**src/rtl/store_pkg.sv**
```systemverilog
// Shared encodings for the store lane unit: request sizes, FSM states and
// the alignment rule used to reject a store before it touches memory.
package store_pkg;

  typedef enum logic [1:0] {
    SZ_BYTE = 2'b00,
    SZ_HALF = 2'b01,
    SZ_WORD = 2'b10,
    SZ_ILL  = 2'b11
  } size_e;

  typedef enum logic [1:0] {
    ST_IDLE  = 2'b00,
    ST_READ  = 2'b01,
    ST_WRITE = 2'b10,
    ST_DONE  = 2'b11
  } state_e;

  // True when the request cannot be performed: illegal size or an address
  // that is not naturally aligned for the access width.
  function automatic logic store_faults(input size_e sz, input logic [1:0] lo);
    case (sz)
      SZ_BYTE: store_faults = 1'b0;
      SZ_HALF: store_faults = lo[0];
      SZ_WORD: store_faults = (lo != 2'b00);
      default: store_faults = 1'b1;
    endcase
  endfunction

endpackage

```
**src/rtl/lane_merge.sv**
```systemverilog
// Little-endian lane merge: overlays the narrowed store data onto the word
// read from memory, leaving unwritten lanes untouched.
module lane_merge
  import store_pkg::*;
(
  input  logic [31:0] old_word,
  input  logic [31:0] store_data,
  input  logic [1:0]  size,
  input  logic [1:0]  addr_lo,
  output logic [31:0] merged
);

  // Select which lanes of the old word are replaced by store data.
  always_comb begin
    merged = old_word;
    case (size_e'(size))
      SZ_BYTE: begin
        case (addr_lo)
          2'd0:    merged[7:0]   = store_data[7:0];
          2'd1:    merged[15:8]  = store_data[7:0];
          2'd2:    merged[23:16] = store_data[7:0];
          default: merged[31:24] = store_data[7:0];
        endcase
      end
      SZ_HALF: begin
        if (addr_lo[1]) merged[31:16] = store_data[15:0];
        else            merged[15:0]  = store_data[15:0];
      end
      default: merged = store_data;
    endcase
  end

endmodule

```
**src/rtl/store_lane_unit.sv**
```systemverilog
// Store path to word-wide data memory without byte enables: narrows sb/sh/sw
// data and performs read-modify-write under valid/ready and memory handshakes.
module store_lane_unit
  import store_pkg::*;
#(
  parameter int ADDR_W = 32
) (
  input  logic              clk,
  input  logic              rst_n,
  input  logic              req_valid,
  output logic              req_ready,
  input  logic [1:0]        req_size,
  input  logic [ADDR_W-1:0] req_addr,
  input  logic [31:0]       req_wdata,
  output logic              done,
  output logic              fault,
  output logic [ADDR_W-1:0] mem_addr,
  output logic              mem_rd,
  input  logic [31:0]       mem_rdata,
  input  logic              mem_rvalid,
  output logic              mem_wr,
  output logic [31:0]       mem_wdata,
  input  logic              mem_wack
);

  state_e            state_q, state_d;
  logic [1:0]        size_q, size_d;
  logic [ADDR_W-1:0] addr_q, addr_d;
  logic [31:0]       wdata_q, wdata_d;
  logic [31:0]       rdata_q, rdata_d;
  logic              fault_q, fault_d;
  logic              req_fault;

  assign req_fault = store_faults(size_e'(req_size), req_addr[1:0]);

  // Next-state and request/read-data capture; stray handshakes fall through
  // because each is only examined in the state that expects it.
  always_comb begin
    state_d = state_q;
    size_d  = size_q;
    addr_d  = addr_q;
    wdata_d = wdata_q;
    rdata_d = rdata_q;
    fault_d = fault_q;
    case (state_q)
      ST_IDLE: begin
        if (req_valid) begin
          size_d  = req_size;
          addr_d  = req_addr;
          wdata_d = req_wdata;
          fault_d = req_fault;
          if (req_fault)                         state_d = ST_DONE;
          else if (size_e'(req_size) == SZ_WORD) state_d = ST_WRITE;
          else                                   state_d = ST_READ;
        end
      end
      ST_READ: begin
        if (mem_rvalid) begin
          rdata_d = mem_rdata;
          state_d = ST_WRITE;
        end
      end
      ST_WRITE: begin
        if (mem_wack) state_d = ST_DONE;
      end
      default: state_d = ST_IDLE;
    endcase
  end

  // State and captured-request registers; reset discards any request in flight.
  always_ff @(posedge clk) begin
    if (!rst_n) begin
      state_q <= ST_IDLE;
      size_q  <= '0;
      addr_q  <= '0;
      wdata_q <= '0;
      rdata_q <= '0;
      fault_q <= 1'b0;
    end else begin
      state_q <= state_d;
      size_q  <= size_d;
      addr_q  <= addr_d;
      wdata_q <= wdata_d;
      rdata_q <= rdata_d;
      fault_q <= fault_d;
    end
  end

  // The merged word depends only on registered values, so mem_wdata is
  // stable through WRITE and has no path from mem_rdata.
  lane_merge u_lane_merge (
    .old_word   (rdata_q),
    .store_data (wdata_q),
    .size       (size_q),
    .addr_lo    (addr_q[1:0]),
    .merged     (mem_wdata)
  );

  assign req_ready = (state_q == ST_IDLE);
  assign mem_rd    = (state_q == ST_READ);
  assign mem_wr    = (state_q == ST_WRITE);
  assign done      = (state_q == ST_DONE);
  assign fault     = (state_q == ST_DONE) && fault_q;
  assign mem_addr  = {addr_q[ADDR_W-1:2], 2'b00};

endmodule

```
**config.mk**
```make
export PLATFORM = sky130hd
export DESIGN_NAME = store_lane_unit
export DESIGN_NICKNAME = d
export VERILOG_FILES = /design/src/rtl/store_pkg.sv /design/src/rtl/lane_merge.sv /design/src/rtl/store_lane_unit.sv
export SDC_FILE = /design/constraint.sdc
export NUM_CORES = 1
export LEC_CHECK = 0
export CAP_MARGIN = 20
export CORE_MARGIN = 8
export CORE_UTILIZATION = 25
export DETAILED_ROUTE_END_ITERATION = 6
export GPL_ROUTABILITY_DRIVEN = 1
export PLACE_DENSITY_LB_ADDON = 0.25
export SYNTH_ARGS = -nofsm -noshare
export SYNTH_HDL_FRONTEND = slang
export SYNTH_SLANG_ARGS = --single-unit
```
**constraint.sdc**
```tcl
create_clock -name clk -period 1.7 [get_ports clk]
set_input_delay 0.255 -clock clk [delete_from_list [all_inputs] [get_ports clk]]
set_output_delay 0.255 -clock clk [all_outputs]
set_load 0.005 [all_outputs]
```
==> out/metrics.csv <==
metric;value;unit
dp_cells;981;
die_x;154;um
cp.buffers_inverters;5;
synth-warning-count;0;
vias_per_cell;4.43;
dieHeight;154;um
start_util;0.255;
setup_ws;-0.348;ns
hpwlAfterDp;12.7;mm
finClkSkew;0.00756;ns
grt_pass1_vias;4647;
crit_slowest_cell;dfxtp_2;
syn_inst;605;
cts_made_buffers;9;
finalSetupViolations;32;
required;1.44;ns
path_cells;buf_8 > or2_4 > a21oi_4 > buf_6 > buf_6 > a222oi_1 > inv_1 > buf_2;
p_leak;2.94;nW
area_growth;55.9;%
wl_per_cell;16.6;um
peakVddDrop;488;uV
min_period_over_period;1.20;
seq_area_frac_synth;0.424;
die-area;23700;um^2
drv_slew;0;
relSlewSlack;0.654;
status;complete, but fails checks;
syn_avg_cell_area;7.88;um^2
multi_input_area;2420;um^2
crit_family;buffers and inverters;
synth.top_cell.area_share;0.424;
power.total;8.40;mW
cts-root-buf;clkbuf_16;
ys_types;32;
start_kind;flip-flop;
fin_util;0.397;
ys_top_cells_by_area;dfxtp_1 42%, nand2_1 18%, a21boi_0 15%;
ys_seq_elements;101;
cts.sinks;101;
synth_top_area_cell;dfxtp_1;
grt_util_all_layers;0.141;
core_region_area;18700;um^2
diodes;0;
final_cells;1016;
worst_pin_slew;0.519;ns
rsz0062_at_grt;yes;
endpoint_kind;output pin;
cts_buffer_depth;2;
syn-cell-area;4770;um^2
violations;negative setup slack;
cts_hold_buf;0;
numPortBuffers;169;
worst-r2r-cell-count;6;
num-nets-final;885;
htreeDepth;3;
worstSetupPathType;flip-flop to output pin;
clk_pin_slew_worst_paths;0.07;ns
drtPass1Iterations;5;
grt_pass1_wl;26.3;mm
post-route-min-period;2.05;ns
vias;4504;
grt_max_degree;33;
critPathMostFrequentCell;buf_6;
antenna_found_initial;0;
critPathMaxStageDelay;0.34;ns
hold_path.class;input pin to flip-flop;
hold-path-cell-count;2;
fin_area;7430;um^2
routed_wl;16.9;mm
cp_data_arrival_time;1.79;ns
layout_commonest_cell;nand2_1;
drc;0;
seq_area;2040;um^2
io_pins;172;
cp_num_cells;8;
placed_area;6820;um^2
mostFrequentLayoutCells;231 x nand2_1, 131 x clkdlybuf4s50_1, 97 x a21boi_0;
p_per_area;1130;nW/um^2
layout-drive-gt1-share;0.198;
crit_fanout;5;
cap_violations;0;
clk_latency;0.35;ns
cts_tree;yes;
final_hold_viol_count;0;
drtIter0Drc;229;
reg2reg_setup_slack;0.09;ns
place_congestion;0.787;
holdWs;0.414;ns
fill_cells;1907;
ant_nets;0;
num_rows;50;
pre_cts_ws;-0.541;ns
fmax;0.488;GHz
overflow;0;
tns;-6.96;ns
-- report_power, final --
part,switching (mW),internal (mW),total [mW]
logic,1.46,1.67,3.13
registers,0.249,2.75,3.00
clock network,0.960,1.31,2.27
total,2.67,5.73,8.40
-- flip-flops by register name, summed over array words and instances (netlist names) --
register	count
rdata_q	32
state_q	2
fault_q	1
size_q	2
wdata_q	32
addr_q	32
-- routing by layer --
layer  GRT usage  part of all wire  wire length [um]  up-vias
met1       0.176              0.46              7770     2081
li1            -                 -                 -     2305
met3      0.0348             0.050               847       17
met2       0.233              0.47              7990      101
met4      0.0490             0.015               261        0
met5           0                 0                 0        -
-- worst paths after layout --
check	to	startpoint
max	mem_wdata[9]	size_q[0]
min	addr_q[6]	rst_n
max reg2reg	state_q[0]	state_q[0]
min reg2reg	addr_q[31]	addr_q[31]
-- cells in the mapped netlist --
cell      count
nand2_1     233
dfxtp_1     101
a21boi_0     97
buf_4        33
clkbuf_1     24
o21ai_0      24
buf_2        16
inv_1        13
a222oi_1      9
mux2i_1       9
a22oi_1       8
mux2_2        8
ha_1          5
a21boi_1      3
a21o_1        3
and2_1        3
a21oi_1       1
a21oi_2       1
buf_1         1
conb_1        1
inv_2         1
nand2_2       1
nand2b_1      1
nand3b_1      1
nand4_1       1
nor2_1        1
nor3_1        1
o21a_1        1
o221ai_1      1
o22ai_1       1
or2_1         1
or4b_2        1
-- cell type report --
class | instances | area share
Tap cell | 234 | 0.0394
Sequential cell | 101 | 0.274
Inverter | 14 | 0.00741
Timing Repair Buffer | 234 | 0.309
Multi-Input combinational cell | 417 | 0.326
Clock buffer | 10 | 0.0308
Clock inverter | 6 | 0.0128
-- worst reg2reg max path, delay by kind of cell, from the launching register on --
family	cells	cell delay, ns
mux	1	0.17
compound gates	2	0.47
buf+inv	2	0.29
flops	1	0.35
fa+ha+maj	1	0.23
-- kinds of logic after synthesis --
logic type / synth area share
and+or+nand+nor: 0.198
AOI/OAI and AO/OA: 0.227
DFF: 0.424
buffers and inverters: 0.0995
muxes: 0.0378
adders and majority gates: 0.0131
other: 0.000787
-- what timing repair did --
action                     4_1_cts  5_1_grt
gates resized for setup        200       26
buffers inserted                17        2
pin swaps                       27       18
cloned                           1        0
setup endpoints to repair       41       35
Note: power is estimated with default switching activity, not from simulation.
